**src/rtl/mul_seq_pkg.sv**
```systemverilog
// Shared types and constants for the sequential shift-and-add multiplier.
//   state_e      : controller states (idle / running / result held)
//   DefaultWidth : default operand width in bits
package mul_seq_pkg;

  localparam int unsigned DefaultWidth = 8;

  typedef enum logic [1:0] {
    StIdle = 2'd0,
    StRun  = 2'd1,
    StDone = 2'd2
  } state_e;

endpackage

```
**src/rtl/mul_seq_adder.sv**
```systemverilog
// Parameterised ripple-style adder used by the multiplier's add path.
//   i_a, i_b : W-bit addends
//   i_cin    : carry in
//   o_sum    : W-bit sum
//   o_cout   : carry out
module mul_seq_adder #(
  parameter int unsigned W = 8
) (
  input  logic [W-1:0] i_a,
  input  logic [W-1:0] i_b,
  input  logic         i_cin,
  output logic [W-1:0] o_sum,
  output logic         o_cout
);

  assign {o_cout, o_sum} = {1'b0, i_a} + {1'b0, i_b} + {{W{1'b0}}, i_cin};

endmodule

```
**src/rtl/mul_seq.sv**
```systemverilog
// Sequential unsigned multiplier, one shift-and-add step per clock.
// An operand pair is taken on i_valid && o_ready, the product appears N cycles later
// and is held on o_p with o_valid high until the consumer asserts i_ready.
//   i_clk, i_reset   : clock, asynchronous active-high reset
//   i_valid, o_ready : operand handshake (accepted only in idle)
//   i_a, i_b         : N-bit unsigned multiplicand / multiplier
//   o_valid, i_ready : product handshake
//   o_p              : 2N-bit product, zero unless o_valid
module mul_seq
  import mul_seq_pkg::*;
#(
  parameter int unsigned N = DefaultWidth
) (
  input  logic           i_clk,
  input  logic           i_reset,
  input  logic           i_valid,
  output logic           o_ready,
  input  logic [N-1:0]   i_a,
  input  logic [N-1:0]   i_b,
  output logic           o_valid,
  input  logic           i_ready,
  output logic [2*N-1:0] o_p
);

  localparam int unsigned CntW = $clog2(N) + 1;

  state_e          r_state;
  state_e          w_state_nxt;
  logic [N-1:0]    r_a;
  logic [N-1:0]    w_a_nxt;
  logic [N-1:0]    r_b;
  logic [N-1:0]    w_b_nxt;
  logic [2*N-1:0]  r_acc;
  logic [2*N-1:0]  w_acc_nxt;
  logic [CntW-1:0] r_cnt;
  logic [CntW-1:0] w_cnt_nxt;

  logic [N-1:0]    w_addend;
  logic [N-1:0]    w_sum;
  logic            w_cout;

  // Add the multiplicand only when the current multiplier bit is set.
  assign w_addend = r_b[0] ? r_a : '0;

  mul_seq_adder #(
    .W (N)
  ) u_adder (
    .i_a    (r_acc[2*N-1:N]),
    .i_b    (w_addend),
    .i_cin  (1'b0),
    .o_sum  (w_sum),
    .o_cout (w_cout)
  );

  always_ff @(posedge i_clk or posedge i_reset) begin
    if (i_reset) begin
      r_state <= StIdle;
      r_a     <= '0;
      r_b     <= '0;
      r_acc   <= '0;
      r_cnt   <= '0;
    end else begin
      r_state <= w_state_nxt;
      r_a     <= w_a_nxt;
      r_b     <= w_b_nxt;
      r_acc   <= w_acc_nxt;
      r_cnt   <= w_cnt_nxt;
    end
  end

  always_comb begin
    w_state_nxt = r_state;
    w_a_nxt     = r_a;
    w_b_nxt     = r_b;
    w_acc_nxt   = r_acc;
    w_cnt_nxt   = r_cnt;
    o_ready     = 1'b0;
    o_valid     = 1'b0;
    o_p         = '0;

    unique case (r_state)
      StIdle: begin
        o_ready = 1'b1;
        if (i_valid) begin
          w_a_nxt     = i_a;
          w_b_nxt     = i_b;
          w_acc_nxt   = '0;
          w_cnt_nxt   = '0;
          w_state_nxt = StRun;
        end
      end
      StRun: begin
        // Carry out becomes the new MSB; the partial product slides right one place.
        w_acc_nxt = {w_cout, w_sum, r_acc[N-1:1]};
        w_b_nxt   = r_b >> 1;
        w_cnt_nxt = r_cnt + CntW'(1);
        if (r_cnt == CntW'(N - 1)) begin
          w_state_nxt = StDone;
        end
      end
      StDone: begin
        o_valid = 1'b1;
        o_p     = r_acc;
        // Return through idle so a new pair cannot be taken on the handshake edge.
        if (i_ready) begin
          w_state_nxt = StIdle;
        end
      end
      default: begin
        w_state_nxt = StIdle;
      end
    endcase
  end

endmodule

```
**config.mk**
```make
export PLATFORM = sky130hd
export DESIGN_NAME = mul_seq
export DESIGN_NICKNAME = d
export VERILOG_FILES = /design/src/rtl/mul_seq_pkg.sv /design/src/rtl/mul_seq_adder.sv /design/src/rtl/mul_seq.sv
export SDC_FILE = /design/constraint.sdc
export NUM_CORES = 1
export LEC_CHECK = 0
export ABC_AREA = 1
export BUFFER_PORTS_ARGS = -buffer_cell sky130_fd_sc_hd__buf_2
export CAP_MARGIN = 20
export CORE_ASPECT_RATIO = 0.5
export CORE_MARGIN = 2
export CORE_UTILIZATION = 35
export DETAILED_ROUTE_END_ITERATION = 7
export GPL_ROUTABILITY_DRIVEN = 0
export HOLD_SLACK_MARGIN = 0.08
export PLACE_DENSITY = 0.62
export SETUP_SLACK_MARGIN = 0.4
export SYNTH_ARGS = -nofsm -noshare
export SYNTH_HDL_FRONTEND = slang
export SYNTH_SLANG_ARGS = --single-unit
```
**constraint.sdc**
```tcl
create_clock -name i_clk -period 2.2 [get_ports i_clk]
set_clock_uncertainty 0.1 [all_clocks]
set_input_delay 0.22 -clock i_clk [delete_from_list [all_inputs] [get_ports i_clk]]
set_output_delay 0.22 -clock i_clk [all_outputs]
set_load 0.02 [all_outputs]
```
# Yosys cells after proc, flatten, opt, wreduce, memory -nomap -nowiden
# Cells that the tools add are included.
# classes
addsub	2
n_eq_ne	6
mux	14
reduce_logical	5
# ops
cell	count
16-bit two-way mux	2
16-bit one-hot mux with 2 select lines	1
8-bit two-way mux	2
8-bit one-hot mux with 2 select lines	1
8-bit by 8-bit adder with 9-bit output	1
4-bit one-hot mux with 2 select lines	1
2-bit two-way mux	3
2-bit inequality test, second input constant	3
2-bit one-hot mux with 3 select lines	1
4-bit by 1-bit adder with 4-bit output, second input constant	1
4-bit by 3-bit == test with 1-bit output, second input constant	1
4-bit two-way mux	1
2-bit AND reduction	2
3-bit AND reduction	1
2-bit by 1-bit == test with 1-bit output, second input constant	1
2-bit == test, second input constant	1
2-bit logical NOT	1
1-bit two-way mux	2
2-bit nonzero test	1
# totals
register_bits	38
input_bits	20
out_inout_bits	18
word_cells	32

# Longest topological paths before layout
# logic_depth
ltp_word	3
ltp_mapped	12
depth_no_buf	11

# By module
# A second synthesis with hierarchy kept.
# unflattened
cells_unflattened	281
hier_area_um2	2149.6
# by_module_without_submodules
module	instances	cells_per_inst	area_per_inst_um2	seq_area_each_um2
mul_seq	1	222	1765.4	950.9
mul_seq_adder	1	59	384.1	0.0

# Least setup slack after synthesis
# Ideal clock, no wire load.
# synth_timing
path_kind	register to register
startpoint	reg r_b[0]
endpoint	reg r_acc[13]
setup_time_ns	0.117
arrival_ns	1.623
required_ns	1.983
path_slack_ns	0.360
path_stages_with_launch	12
path_buffers	1
synth_period_minus_slack_ns	1.840
path_cell_list	dfrtp_1 -> clkbuf_1 -> nand2_1 -> inv_1 -> ha_1 -> fa_1 -> nand2_1 -> nand2_1 -> nand3b_1 -> nand3_1 -> nand3_1 -> nand2_1
# synth_via
elab_chain_len	3
# synth_lines
item	line_no	rtl
start, declared	mul_seq.sv:31	logic [N-1:0] r_b;
start signal, assigned	mul_seq.sv:65	r_b <= w_b_nxt;
8-bit two-way mux	mul_seq.sv:43	assign w_addend = r_b[0] ? r_a : '0;
8-bit by 8-bit adder with 9-bit output	mul_seq_adder.sv:16	assign {o_cout, o_sum} = {1'b0, i_a} + {1'b0, i_b} + {{W{1'b0}}, i_cin};
16-bit one-hot mux with 2 select lines	mul_seq.sv:81	unique case (r_state)
end signal, assigned	mul_seq.sv:66	r_acc <= w_acc_nxt;
end, declared	mul_seq.sv:33	logic [2*N-1:0] r_acc;
# No other way between the ends.
# A chain may end at the register's enable or synchronous reset.

# Worst setup path after layout
# Ends and elaborated chain as after synthesis.

==> results_dict.tcl <==
set metrics [dict create \
    outcome "completed" \
    layout-drive-gt1-share_pct 30.4 \
    cts_root_buf "clkbuf_16" \
    area_growth_syn_to_layout_pct 27.6 \
    slew_violations 0 \
    dieArea_um2 6830 \
    wl_mm 4.78 \
    fin_util_pct 45.8 \
    power.share.clock_pct 18.4 \
    die_w_um 115 \
    ys_seq_elements 38 \
    synthCells 245 \
    ant_nets 0 \
    p_switching_mw 1.66 \
    p_per_area_nw_per_um2 1440 \
    synth.most_common_cell "nand2_1" \
    drt_pass1_iterations 4 \
    rsz0062_at_grt "true" \
    antenna_found_initial 0 \
    crit_required_ns 2.27 \
    worstPathMaxFanout 4 \
    synthesis.nets 275 \
    dp_slack_ns 0.316 \
    track_usage_pct 14.4 \
    synthArstFlopShare_pct 100 \
    clock_path_buffers 2 \
    insertion_delay_ns 0.28 \
    synth.top_cells.by_count "nand2_1 (50), inv_1 (43), dfrtp_1 (38), nor2_1 (23), nand3_1 (17)" \
    regToRegSetupSlack_ns 0.45 \
    cts_tree "yes" \
    startpoint "r_b[0]$_DFFE_PP0P_" \
    fp.dieH_um 59.5 \
    irDropWorstVdd_uv 539 \
    finalWorstSetupSlack_ns 0.446 \
    rr_startpoint "r_b[0]$_DFFE_PP0P_" \
    initial_core_util_pct 35.9 \
    seq_area_frac_synth_pct 44.2 \
    grt_pass1_wl_mm 7.71 \
    fillers 595 \
    min_path_type "in2reg" \
    grt_max_degree 39 \
    dp.cells 353 \
    synth_area_um2 2150 \
    coreArea_um2 6010 \
    synth_edf_count 0 \
    arrival_ns 1.83 \
    worstHoldStart "i_b[6]" \
    cts_buffers 5 \
    slew_headroom_pct 67.2 \
    io_buffers 37 \
    overflow 0 \
    post-route-drc-count 0 \
    syn_avg_cell_area_um2 8.79 \
    finalSetupTns_ns 0 \
    cts_sinks 38 \
    ys_top_cells_by_area "dfrtp_1 (44%), nand2_1 (8.7%), inv_1 (7.5%), mux2_4 (5.6%), ha_1 (5.2%)" \
    swShare_pct 42.0 \
    htree_levels 2 \
    start_kind "flop" \
    routedWlPerCell_um 12.8 \
    synth_cell_types 31 \
    yosys_most_used_dff "dfrtp_1" \
    crit_path_end_kind "flop" \
    path_clk_slew_ns 0.06 \
    io-pin-count 38 \
    intPower_mw 2.30 \
    dp_hpwl_mm 3.26 \
    worst_hold_slack_ns 0.0847 \
    crit_type "reg2reg" \
    num_rows 20 \
    synth.largest_area_cell "dfrtp_1" \
    p_comb_share_pct 50.5 \
    finalCritPeriodShare_pct 79.7 \
    yosys_warnings 0 \
    vias_per_cell 4.83 \
    fin_crit_ns 1.75 \
    setup_viol 0 \
    via_count 1803 \
    power.leakage_nw 1.42 \
    final_nets 325 \
    synth_top_area_share_pct 44.2 \
    antennaDiodeCount 0 \
    final_hold_viol_count 0 \
    drt_iter0_drc 51 \
    seqPwrFrac_pct 31.0 \
    worst_pin_slew_ns 0.492 \
    fmax_mhz 570 \
    grt_pass1_vias 1671 \
    fin_cells 373 \
    cap_violations 0 \
]
-- cell type report --
type | count | area, um2 | area share, %
Multi-Input combinational cell | 153 | 1060 | 38.4
Sequential cell | 38 | 952 | 34.7
Timing Repair Buffer | 51 | 319 | 11.6
Inverter | 46 | 173 | 6.28
Clock buffer | 6 | 139 | 5.05
Tap cell | 77 | 96.3 | 3.51
Clock inverter | 2 | 12.5 | 0.455
-- state kept, by name, summed over array words and instances (netlist names) --
register,count
r_a,8
r_b,8
r_state,2
r_acc,16
r_cnt,4
-- layout by cell type, fill, tap and decap left out, drive strengths merged --
cell type,count
nand2,54
inv,46
buf,41
dfrtp,38
nor2,25
nand3,17
dlygate4sd3,10
o22ai,10
ha,9
mux2,8
o21ai,8
a21oi,7
clkbuf,6
o221ai,5
nand3b,2
o211ai,2
or2,2
xor2,1
o31ai,1
a22o,1
fa,1
clkinvlp,1
clkinv,1
-- through the flow --
| stage | cell area [um2] | power (mW) |
|---|---|---|
| floorplan | 2160 | 2.66 |
| global placement | 2400 | 2.93 |
| detailed placement | 2400 | 3.01 |
| CTS | 2670 | 3.81 |
| global route | 2750 | 4.28 |
| finish | 2750 | 3.96 |
-- worst max-delay path, stage by stage, from the launching register on --
cell      delay, ns
dfrtp_2        0.43
nand2_2        0.07
inv_2          0.04
ha_4           0.15
fa_2           0.36
nand2_2        0.11
nand2_4        0.06
nand3b_1       0.10
nand3_1        0.08
nand3_1        0.09
nand2_1        0.05
-- logic make-up (layout without fill, tap and decap cells) --
group	after synthesis	count (layout)	synth area share, %
XOR/XNOR	1	1	0.407
AO/OA/AOI/OAI	34	34	12.7
multiplexers	8	8	5.58
flip-flops	38	38	44.2
adder cells (fa/ha/maj)	10	10	6.16
AND/OR/NAND/NOR	100	100	20.4
buffers and inverters	54	105	10.6
-- power groups by stage --
| stage | clock network, mW | registers (mW) | logic (mW) |
|---|---|---|---|
| after floorplan | 0 | 1.15 | 1.51 |
| after global placement | 0 | 1.21 | 1.72 |
| after detailed placement | 0 | 1.22 | 1.78 |
| after CTS | 0.746 | 1.21 | 1.86 |
| after global routing | 0.775 | 1.26 | 2.24 |
| final | 0.730 | 1.23 | 2.00 |
-- worst paths after layout --
check | end | cells after the start
setup / recovery | r_acc[13]$_DFFE_PP0P_ | 10
hold / removal | r_b[6]$_DFFE_PP0P_ | 3
setup reg to reg | r_acc[13]$_DFFE_PP0P_ | 10
hold reg to reg | r_acc[15]$_DFFE_PP0P_ | 2
max in group asynchronous | r_b[0]$_DFFE_PP0P_ | 4
min in group asynchronous | r_acc[1]$_DFFE_PP0P_ | 4
-- routing by layer --
layer | wire length (um) | GRT usage, % | up-vias
met5 | 0 | 0 | -
met4 | 51 | 3.61 | 0
met3 | 174 | 3.58 | 10
met2 | 2370 | 24.3 | 35
met1 | 2190 | 19.0 | 873
li1 | - | - | 885
-- repair_timing --
item                                    in CTS  in global routing
resized for setup                            4                 16
endpoints found under the hold margin       47                  0
buffers inserted                             2                  0
hold buffers                                10                  0
endpoints found under the setup margin       4                 19
pin swaps                                    2                  6
No activity file was read; power rests on OpenSTA's default activity.
